`config.mk`:
```
export PLATFORM = sky130hd
export DESIGN_NAME = count_history_display
export DESIGN_NICKNAME = d
export VERILOG_FILES = /design/src/rtl/count_history_display_pkg.sv /design/src/rtl/count_history_display_decoder.sv /design/src/rtl/count_history_display.sv
export SDC_FILE = /design/constraint.sdc
export NUM_CORES = 1
export LEC_CHECK = 0
export BUFFER_PORTS_ARGS = -buffer_cell sky130_fd_sc_hd__buf_2
export CORE_MARGIN = 5
export CORE_UTILIZATION = 32
export CTS_BUF_LIST = sky130_fd_sc_hd__clkbuf_16
export DETAILED_ROUTE_END_ITERATION = 16
export SYNTH_ARGS = -nofsm -noshare
export SYNTH_HDL_FRONTEND = slang
export SYNTH_HIERARCHICAL = 1
export SYNTH_SLANG_ARGS = --single-unit
```
`constraint.sdc`:
```
create_clock -name clk -period 3.2 [get_ports clk]
set_clock_uncertainty 0.05 [all_clocks]
set_input_delay 0.64 -clock clk [delete_from_list [all_inputs] [get_ports clk]]
set_output_delay 0.64 -clock clk [all_outputs]
set_load 0.01 [all_outputs]
```
`src/rtl/count_history_display_pkg.sv`:
```
// Shared constants for the count history display: digit count, the
// active-low seven-segment glyphs (bit order {g,f,e,d,c,b,a}) and the
// blank/dash patterns used by the decoder and the top level.
package count_history_display_pkg;

  // Number of history slots, one per display digit
  localparam int NUM_DIGITS = 4;

  // Width of a history slot / counter value
  localparam int VALUE_W = 4;

  // Hexadecimal glyphs 0-F, active-low {g,f,e,d,c,b,a}
  localparam logic [6:0] GLYPH_0 = 7'b1000000;
  localparam logic [6:0] GLYPH_1 = 7'b1111001;
  localparam logic [6:0] GLYPH_2 = 7'b0100100;
  localparam logic [6:0] GLYPH_3 = 7'b0110000;
  localparam logic [6:0] GLYPH_4 = 7'b0011001;
  localparam logic [6:0] GLYPH_5 = 7'b0010010;
  localparam logic [6:0] GLYPH_6 = 7'b0000010;
  localparam logic [6:0] GLYPH_7 = 7'b1111000;
  localparam logic [6:0] GLYPH_8 = 7'b0000000;
  localparam logic [6:0] GLYPH_9 = 7'b0010000;
  localparam logic [6:0] GLYPH_A = 7'b0001000;
  localparam logic [6:0] GLYPH_B = 7'b0000011;
  localparam logic [6:0] GLYPH_C = 7'b1000110;
  localparam logic [6:0] GLYPH_D = 7'b0100001;
  localparam logic [6:0] GLYPH_E = 7'b0000110;
  localparam logic [6:0] GLYPH_F = 7'b0001110;

  // Only the middle segment lit: shown for 10-15 in decimal mode
  localparam logic [6:0] DASH = 7'b0111111;

  // All segments dark, driven while the display is held in reset
  localparam logic [6:0] SEG_BLANK = 7'b1111111;

  // All digit enables inactive
  localparam logic [NUM_DIGITS-1:0] AN_OFF = 4'b1111;

endpackage

```
`src/rtl/count_history_display_decoder.sv`:
```
// Purely combinational seven-segment decoder. In hex mode every value has
// its own glyph; in decimal mode values above 9 collapse to a dash.
module seg7_decoder
  import count_history_display_pkg::*;
(
  input  logic [3:0] value,
  input  logic       mode,
  output logic [6:0] seg
);

  // Select the glyph for the value, then override with a dash for
  // out-of-range decimal digits
  always_comb begin
    seg = SEG_BLANK;
    case (value)
      4'h0: seg = GLYPH_0;
      4'h1: seg = GLYPH_1;
      4'h2: seg = GLYPH_2;
      4'h3: seg = GLYPH_3;
      4'h4: seg = GLYPH_4;
      4'h5: seg = GLYPH_5;
      4'h6: seg = GLYPH_6;
      4'h7: seg = GLYPH_7;
      4'h8: seg = GLYPH_8;
      4'h9: seg = GLYPH_9;
      4'hA: seg = GLYPH_A;
      4'hB: seg = GLYPH_B;
      4'hC: seg = GLYPH_C;
      4'hD: seg = GLYPH_D;
      4'hE: seg = GLYPH_E;
      4'hF: seg = GLYPH_F;
      default: seg = SEG_BLANK;
    endcase
    if (mode && (value > 4'd9)) begin
      seg = DASH;
    end
  end

endmodule

```
`src/rtl/count_history_display.sv`:
```
// Keeps the last four distinct values seen on an upstream 4-bit counter and
// scans them onto a four-digit multiplexed seven-segment display. Slot 0 is
// the newest value. A freeze input holds the history; changes seen while
// frozen are dropped rather than queued.
module count_history_display
  import count_history_display_pkg::*;
#(
  parameter int SCAN_DIV = 4
)
(
  input  logic       clk,
  input  logic       clear_n,
  input  logic [3:0] count,
  input  logic       mode,
  input  logic       freeze,
  output logic [6:0] seg,
  output logic [3:0] an,
  output logic       change_pulse
);

  // Last prescaler value before it wraps; 16 bits covers the full legal range
  localparam logic [15:0] SCAN_LAST = 16'(SCAN_DIV - 1);

  logic [VALUE_W-1:0] cnt_q;
  logic [VALUE_W-1:0] hist [NUM_DIGITS];
  logic [15:0]        prescale;
  logic [1:0]         idx;
  logic               change;
  logic               shift;
  logic [VALUE_W-1:0] shown;
  logic [6:0]         glyph;

  // A shift happens only when the live count differs from last cycle's
  // sample and the history is not frozen
  assign change = (count != cnt_q);
  assign shift  = change & ~freeze;

  // Sample the counter every cycle, even while frozen, so that releasing
  // freeze with a stable count does not look like a change
  always_ff @(posedge clk) begin
    if (!clear_n) begin
      cnt_q <= '0;
    end else begin
      cnt_q <= count;
    end
  end

  // History shift register plus the strobe that marks a completed shift
  always_ff @(posedge clk) begin
    if (!clear_n) begin
      for (int i = 0; i < NUM_DIGITS; i++) begin
        hist[i] <= '0;
      end
      change_pulse <= 1'b0;
    end else begin
      if (shift) begin
        for (int i = NUM_DIGITS - 1; i > 0; i--) begin
          hist[i] <= hist[i-1];
        end
        hist[0] <= count;
      end
      change_pulse <= shift;
    end
  end

  // Scan timing: each digit stays selected for SCAN_DIV cycles
  always_ff @(posedge clk) begin
    if (!clear_n) begin
      prescale <= '0;
      idx      <= '0;
    end else if (prescale == SCAN_LAST) begin
      prescale <= '0;
      idx      <= idx + 2'd1;
    end else begin
      prescale <= prescale + 16'd1;
    end
  end

  // Pick the history slot that the current digit index points at
  always_comb begin
    shown = hist[idx];
  end

  seg7_decoder u_decoder (
    .value (shown),
    .mode  (mode),
    .seg   (glyph)
  );

  // Register digit enable and segments together so they always agree on
  // which slot is lit
  always_ff @(posedge clk) begin
    if (!clear_n) begin
      an  <= AN_OFF;
      seg <= SEG_BLANK;
    end else begin
      an  <= ~(4'b0001 << idx);
      seg <= glyph;
    end
  end

endmodule

```
==> results of run 1 <==
[report_power, final]
part           switching [uW]  leakage [uW]  total, uW  internal, uW
clock network             234     0.0000856        603           369
logic                    86.8      0.000533        165          77.7
registers                17.7      0.000472        738           720
[worst reg2reg max path: stages (launching register included)]
cell	delay (ns)
dfxtp_1	0.47
mux4_2	0.61
inv_1	0.17
ha_1	0.23
nor2_1	0.07
o211ai_1	0.43
o311ai_0	0.22
nand2b_1	0.18
[sequential cells by signal, indices dropped and copies added, names as in the netlist, named ones only]
signal / cells
hist: 16
idx: 2
an: 4
cnt_q: 4
seg: 7
change_pulse: 1
prescale: 16
[cell families after synthesis]
kind of cell	synth area share, %
and+or+nand+nor	21.37
DFF	51.04
buffers and inverters	2.977
AOI/OAI and AO/OA	4.785
muxes	7.496
xor gates and xnor gates	5.955
adders and majority gates	6.379
[final cells by class]
class,count,area (sq um)
Inverter,6,22.52
Sequential cell,52,1201
Multi-Input combinational cell,144,1082
Clock buffer,5,125.1
Fill cell,745,4507
Timing Repair Buffer,21,110.1
Clock inverter,3,42.54
Tap cell,99,123.9
[metal layers]
metal,global-route usage [%],vias to the layer above,wire [um],share of wire (%)
li1,-,783,-,-
met1,12.90,704,1974,52
met2,13.38,27,1598,42
met3,2.893,4,181,4.8
met4,3.199,0,48,1.3
met5,0,-,0,0
[layout by cell type, fill, tap and decap left out, types with 2 or more instances in the layout]
cell type / netlist / routed
a21oi_1: 2 / 2
and2_1: 7 / 7
and3_1: 19 / 19
buf_2: 2 / 19
buf_4: 1 / 2
clkbuf_16: 0 / 5
dfxtp_1: 36 / 36
edfxtp_1: 16 / 16
ha_1: 12 / 12
inv_1: 5 / 6
mux2_2: 3 / 3
mux2i_1: 3 / 3
mux4_2: 5 / 5
nand2_1: 14 / 14
nand2b_1: 10 / 10
nand3_1: 6 / 6
nand4_1: 4 / 4
nor2_1: 14 / 14
nor3_1: 2 / 2
nor4_1: 3 / 3
o211ai_1: 5 / 5
o21ai_0: 3 / 3
o311ai_0: 2 / 2
or3_1: 3 / 3
xnor2_1: 9 / 9
xor2_1: 7 / 7
[stage by stage]
step                      utilization, %  setup slack [ns]  cells  instance area (sq um)
final                              37.53            0.6739    330                   2708
after global routing               37.53            0.3473    330                   2708
after CTS                          37.53            0.6560    330                   2708
after detailed placement           35.21            0.7022    322                   2540
after global placement             35.21            0.8028    322                   2540
after floorplan                        -            0.9822    211                   2354
[worst max path at each step]
stage,endpoint,slack [ns],depth (start not counted)
2_1_floorplan,seg[3],0.98,7
3_3_place_gp,seg[4],0.80,7
3_5_place_dp,seg[5],0.70,7
4_1_cts,seg[5],0.66,7
5_1_grt,seg[4],0.35,7
6_report,seg[5],0.67,7
==> flow_metrics.py, run 1 <==
metrics = {
    "status": {
        "status": "finished, final reports clean",
    },
    "grt": {
        "grt_overflow": 0,
        "grt_pass1_vias": 1446,
        "grt.total_usage_pct": 9.218,
        "grt_first_pass_wirelength_um": 6644,
        "grt_antenna_before_repair": 0,
        "grt_max_degree": 28,
    },
    "yosys": {
        "yosysMostFrequentCell": "dfxtp_1",
        "ys_async_sr_fraction_pct": 0,
        "synth_commonest_cells": "dfxtp_1, and3_1, edfxtp_1",
        "synth_nets": 231,
        "synth.largest_area_cell": "dfxtp_1",
        "yosysSeqAreaShare_pct": 51.04,
        "synth-main-ff-cell": "dfxtp_1",
        "synthCells": 211,
        "yosysTopAreaCellShare_pct": 30.62,
        "ys_types": 39,
        "synth_edf_count": 16,
        "yosys-top-cells-area": "dfxtp_1, edfxtp_1, ha_1, and3_1, mux4_2",
        "synth.avg_cell_area_sq_um": 11.15,
        "synth_seq_cells": 52,
        "syn_area_sq_mm": 0.002354,
        "yosys_warnings": 6,
    },
    "drt": {
        "vias": 1518,
        "post_drt_wl_per_cell_um": 11.52,
        "drt_pass1_iterations": 4,
        "vias_per_cell": 4.600,
        "drcViolationCount": 0,
        "drt-total-wl_um": 3801,
        "ant_nets": 0,
        "drt_iter0_markers": 90,
    },
    "setup_path": {
        "worst-path-buf-inv": 1,
        "path_cells": "mux4_2 > inv_1 > ha_1 > nor2_1 > o211ai_1 > o311ai_0 > nand2b_1",
        "crit_required_ns": 3.32,
        "cp_slowest_stage_delay_ns": 0.60,
        "crit_path_max_fanout": 7,
        "crit_path_top_delay_cell": "mux4_2",
        "endpoint_kind": "flip-flop",
        "crit_family": "compound AO/OA/AOI/OAI gates",
        "crit_arrival_ns": 2.65,
        "critPathLaunchType": "flip-flop",
        "rr_endpoint": "seg[5]",
        "crit_type": "flip-flop to flip-flop",
        "rr_worst_depth": 7,
        "regToRegSetupSlack_ns": 0.67,
    },
    "die": {
        "die_w_um": 95.76,
        "num_rows": 31,
        "initial_utilization_pct": 32.62,
        "num_io_pins": 20,
        "die_h_um": 95.76,
        "die_area_sq_mm": 0.009170,
        "core_sq_mm": 0.007214,
    },
    "clocking": {
        "h-tree-depth": 2,
        "cts_resized": 0,
        "postCtsHoldBufs": 0,
        "clkSlewWorstSetupHoldPaths_ns": 0.07,
        "cts_tree": "done",
        "clockRootBuffer": "clkbuf_16",
        "cts.sink_count": 52,
        "cts_buffers": 5,
        "clk_path_buf_depth": 2,
        "postCtsSetupRepairBufs": 0,
        "clk_latency_ns": 0.29,
    },
    "final_layout": {
        "area_growth_pct": 15.05,
        "final_nets": 250,
        "diodes": 0,
        "final_layout_size_suffix_gt1_share_pct": 18.61,
    },
    "placed_design": {
        "place_congestion": 0.7268,
        "port_buffers": 19,
        "hpwl_um": 2659,
    },
    "sta": {
        "finalSetupViolCount": 0,
        "maxSlewHeadroom_pct": 57.02,
        "fin_crit_sh_pct": 78.94,
        "worst_pin_slew_ns": 0.6448,
        "slew_violations": 0,
        "fin_crit_ns": 2.526,
        "rsz0062_at_grt": "no",
        "finalSetupTns_ns": 0,
        "holdWs_ns": 0.3883,
        "max_freq_mhz": 395.9,
        "final_hold_viol_count": 0,
    },
    "min_path": {
        "min_to": "prescale[0]",
        "hold_path_class": "flip-flop to flip-flop",
        "min_from": "prescale[0]",
        "hold_depth": 1,
    },
    "power_and_ir_drop": {
        "total_power_uw": 1506,
        "power_leakage_uw": 0.001090,
        "p_per_area_mw_per_mm2": 556.0,
        "peakVddDrop_v": 0.0002747,
    },
    "job": {
        "maxCapViolCount": 0,
    },
}
(Power assumes the default switching activity.)
==> run 2: changes to the inputs <==
==> constraint.sdc (replaced) <==
create_clock -name clk -period 2.12 [get_ports clk]
set_clock_uncertainty 0.05 [all_clocks]
set_input_delay 0.424 -clock clk [delete_from_list [all_inputs] [get_ports clk]]
set_output_delay 0.424 -clock clk [all_outputs]
set_load 0.01 [all_outputs]
==> flow_metrics.py, run 2 (same netlist as run 1, synthesis figures left out) <==
metrics = {
    "status": {
        "status": "finished, final reports clean",
    },
    "job": {
        "maxCapViolCount": 0,
    },
    "final_layout": {
        "utilization_pct": 39.61,
        "multiInputGateArea_sq_mm": 0.001145,
        "final_layout_size_suffix_gt1_share_pct": 28.69,
        "final_nets": 263,
        "area_growth_pct": 21.42,
        "design_area_sq_mm": 0.002858,
        "nFillCells": 737,
        "reg.largest.list": "hist: 16 flops, prescale: 16 flops, seg: 7 flops",
        "diodes": 0,
        "final_common_cell": "dfxtp_1",
        "layout_common_cells": "dfxtp_1, and3_1, buf_2",
        "final_cells": 343,
        "seqCellArea_sq_mm": 0.001205,
    },
    "setup_path": {
        "endpoint_kind": "flip-flop",
        "crit_family": "multiplexers",
        "crit_arrival_ns": 2.24,
        "crit_required_ns": 2.26,
        "worst-path-buf-inv": 2,
        "regToRegSetupSlack_ns": 0.02,
        "critPathLaunchType": "flip-flop",
        "crit_path_top_delay_cell": "mux4_2",
        "cp_slowest_stage_delay_ns": 0.57,
        "path_cells": "mux4_2 > inv_2 > ha_4 > inv_2 > mux4_2 > nand2b_4 > nand2b_4",
        "crit_type": "flip-flop to flip-flop",
        "crit_path_max_fanout": 4,
    },
    "drt": {
        "drt-total-wl_um": 4029,
        "drt_iter0_markers": 79,
        "vias_per_cell": 4.650,
        "ant_nets": 0,
        "drt_pass1_iterations": 4,
        "post_drt_wl_per_cell_um": 11.75,
        "vias": 1595,
        "drcViolationCount": 0,
    },
    "clocking": {
        "clk_latency_ns": 0.29,
        "cts_buffers": 5,
        "clkSlewWorstSetupHoldPaths_ns": 0.07,
        "cts_tree": "done",
        "h-tree-depth": 2,
        "clockRootBuffer": "clkbuf_16",
        "cts.sink_count": 52,
        "clk_path_buf_depth": 2,
    },
    "sta": {
        "slew_violations": 0,
        "fin_crit_sh_pct": 99.15,
        "maxSlewHeadroom_pct": 78.91,
        "worst_pin_slew_ns": 0.3134,
        "finalSetupViolCount": 0,
        "final_hold_viol_count": 0,
        "fin_crit_ns": 2.102,
        "rsz0062_at_grt": "yes",
        "setup_ws_ns": 0.01808,
        "holdWs_ns": 0.3168,
        "max_freq_mhz": 475.8,
    },
    "grt": {
        "grt_pass1_vias": 1502,
        "grt_overflow": 0,
        "grt_first_pass_wirelength_um": 6775,
        "grt.total_usage_pct": 9.651,
        "grt_antenna_before_repair": 0,
        "grt_max_degree": 24,
    },
    "die": {
        "initial_utilization_pct": 32.62,
        "die_h_um": 95.76,
        "core_sq_mm": 0.007214,
        "num_rows": 31,
        "die_w_um": 95.76,
        "die_area_sq_mm": 0.009170,
        "num_io_pins": 20,
    },
    "min_path": {
        "hold_path_class": "input port to flip-flop",
    },
    "placed_design": {
        "port_buffers": 19,
        "hpwl_um": 2821,
        "post_dp_cell_area_sq_mm": 0.002616,
        "place_congestion": 0.7410,
        "place_ws_ns": -0.0006462,
        "placed_cells": 332,
    },
    "power_and_ir_drop": {
        "power_leakage_uw": 0.001153,
        "peakVddDrop_v": 0.0005014,
        "p_per_area_mw_per_mm2": 784.3,
    },
}
[run 2: final cells by class]
type / instances / share of cell area, %
clock inverters: 3 / 0.7881
repair buffers: 34 / 7.399
multi-input cells: 144 / 40.06
clock buffers: 5 / 4.378
inverters: 6 / 0.8757
flip-flops and latches: 52 / 42.16
well taps: 99 / 4.335
[run 2: worst register-to-register path: cells and delay by family (launching register included)]
family	cells	cell delay (ns)
fa+ha+maj	1	0.14
buf+inv	2	0.15
flops	1	0.40
mux	2	1.00
simple gates	2	0.27
[run 2: where the power goes]
group | internal, uW | leakage, uW | switching, uW
sequential | 1090 | 0.000472 | 26.6
clock | 442 | 0.0000742 | 366
combinational | 167 | 0.000606 | 153
[run 2: repair_timing]
item,4_1_cts,5_1_grt
gates resized for setup,2,14
endpoints found under the setup margin,3,7
hold buffers,0,0
pin swaps,0,3
setup buffers,0,3
[run 2: worst paths after layout]
check / start / depth (start not counted) / end
max: hist[2][0] / 7 / seg[3]
min: count[0] / 2 / cnt_q[0]
max reg2reg: hist[2][0] / 7 / seg[3]
min reg2reg: prescale[0] / 1 / prescale[0]
[run 2: stage by stage]
stage	total power, uW	TNS [ns]
floorplan	1322	0
global placement	1409	0
detailed placement	1415	-0.0006462
CTS	2227	0
global route	2348	-0.09738
finish	2241	0
[run 2: routing by layer]
| metal | track usage (%) | up-vias | routed length, um |
|---|---|---|---|
| met4 | 5.332 | 0 | 77 |
| met2 | 14.71 | 30 | 1825 |
| met3 | 2.658 | 6 | 228 |
| met5 | 0 | - | 0 |
| li1 | - | 808 | - |
| met1 | 12.35 | 751 | 1898 |
==> run 3: changes to the inputs <==
--- a/config.mk
+++ b/config.mk
@@ -10,6 +10,8 @@
 export CORE_UTILIZATION = 32
 export CTS_BUF_LIST = sky130_fd_sc_hd__clkbuf_16
 export DETAILED_ROUTE_END_ITERATION = 16
+export RECOVER_POWER = 25
+export SLEW_MARGIN = 20
 export SYNTH_ARGS = -nofsm -noshare
 export SYNTH_HDL_FRONTEND = slang
 export SYNTH_HIERARCHICAL = 1
==> flow_metrics.py, run 3 (same netlist as run 1, synthesis figures left out) <==
metrics = {
    "final_layout": {
        "final_cells": 343,
        "final_common_cell": "dfxtp_1",
        "layout_common_cells": "dfxtp_1, and3_1, edfxtp_1",
        "area_growth_pct": 20.84,
        "nFillCells": 744,
        "final_nets": 263,
        "utilization_pct": 39.42,
        "diodes": 0,
        "reg.largest.list": "hist: 16 flops, prescale: 16 flops, seg: 7 flops",
        "final_layout_size_suffix_gt1_share_pct": 24.18,
    },
    "die": {
        "num_io_pins": 20,
        "num_rows": 31,
        "die_w_um": 95.76,
        "die_area_sq_mm": 0.009170,
        "initial_utilization_pct": 32.62,
        "core_sq_mm": 0.007214,
        "die_h_um": 95.76,
    },
    "clocking": {
        "clockRootBuffer": "clkbuf_16",
        "clkSlewWorstSetupHoldPaths_ns": 0.07,
        "cts_buffers": 5,
        "cts.sink_count": 52,
        "clk_latency_ns": 0.29,
        "clk_path_buf_depth": 2,
        "h-tree-depth": 2,
        "postCtsHoldBufs": 0,
        "cts_tree": "done",
    },
    "drt": {
        "vias_per_cell": 4.650,
        "drt_pass1_iterations": 4,
        "drt-total-wl_um": 4041,
        "ant_nets": 0,
        "drt_iter0_markers": 78,
        "vias": 1595,
        "drcViolationCount": 0,
        "post_drt_wl_per_cell_um": 11.78,
    },
    "grt": {
        "grt_antenna_before_repair": 0,
        "grt_max_degree": 24,
        "grt_overflow": 0,
        "grt_pass1_vias": 1502,
        "grt.total_usage_pct": 9.651,
        "grt_first_pass_wirelength_um": 6775,
    },
    "min_path": {
        "hold_depth": 2,
        "hold_path_class": "input port to flip-flop",
    },
    "setup_path": {
        "cp_slowest_stage_delay_ns": 0.57,
        "path_depth": 7,
        "crit_family": "multiplexers",
        "critPathLaunchType": "flip-flop",
        "rr_worst_depth": 7,
        "crit_path_top_delay_cell": "mux4_2",
        "crit_required_ns": 2.26,
        "crit_arrival_ns": 2.24,
        "crit_type": "flip-flop to flip-flop",
        "endpoint_kind": "flip-flop",
        "path_cells": "mux4_2 > inv_2 > ha_4 > inv_2 > mux4_2 > nand2b_4 > nand2b_4",
        "worst-path-buf-inv": 2,
        "crit_path_max_fanout": 4,
    },
    "placed_design": {
        "placed_cells": 332,
        "port_buffers": 19,
        "hpwl_um": 2821,
        "place_ws_ns": -0.0006462,
        "place_congestion": 0.7410,
    },
    "sta": {
        "holdWs_ns": 0.3168,
        "maxSlewHeadroom_pct": 78.91,
        "setup_ws_ns": 0.01808,
        "finalSetupTns_ns": 0,
        "worst_pin_slew_ns": 0.3134,
        "fin_crit_ns": 2.102,
        "final_hold_viol_count": 0,
        "finalSetupViolCount": 0,
        "max_freq_mhz": 475.8,
        "fin_crit_sh_pct": 99.15,
        "slew_violations": 0,
        "rsz0062_at_grt": "yes",
    },
    "status": {
        "status": "finished, final reports clean",
    },
    "power_and_ir_drop": {
        "peakVddDrop_v": 0.0005014,
        "power_leakage_uw": 0.001129,
        "p_per_area_mw_per_mm2": 786.6,
    },
    "job": {
        "maxCapViolCount": 0,
    },
}
run 3: cell types whose count changed in the layout (fill, tap and decap cells not counted), sizes merged:
cell    delta
buf       -11
clkbuf    +11
run 3: path summary, 6_finish.rpt:
path	end	startpoint	slack (ns)
hold / removal	cnt_q[0]	count[0]	0.32
setup reg to reg	seg[3]	hist[2][0]	0.02
setup / recovery	seg[3]	hist[2][0]	0.02
hold reg to reg	prescale[0]	prescale[0]	0.41
run 3: layout make-up:
cell class	count	area [sq um]	area share, %
clock buffer	5	125.1	4.399
tap	99	123.9	4.355
multi-input combinational	144	1145	40.26
sequential	52	1205	42.37
timing repair buffer	34	197.7	6.951
inverter	6	25.02	0.8799
clock inverter	3	22.52	0.7919
run 3: repair_timing:
item,4_1_cts,5_1_grt
resized for setup,2,14
buffers inserted,0,3
pin swaps,0,3
endpoints found under the setup margin,3,7
run 3: worst register-to-register path, stage by stage, from the launching register on:
cell and delay, ns:
edfxtp_1 0.40, mux4_2 0.57, inv_2 0.12, ha_4 0.14, inv_2 0.03, mux4_2 0.43, nand2b_4 0.15, nand2b_4 0.12
run 3: metal layers:
metal | GRT usage (%) | wire length [um]
met1 | 12.35 | 1905
met2 | 14.71 | 1825
met3 | 2.658 | 232
met4 | 5.332 | 77
met5 | 0 | 0
run 3: stage by stage:
stage / total power, uW / instance area (sq um)
floorplan: 1322 / 2355
global placement: 1409 / 2616
finish: 2237 / 2844
global route: 2343 / 2844
detailed placement: 1415 / 2616
CTS: 2227 / 2769
run 3: power breakdown:
group | total [uW] | switching (uW) | internal, uW
Combinational | 315 | 153 | 162
Sequential | 1110 | 27.3 | 1090
Clock | 808 | 366 | 442
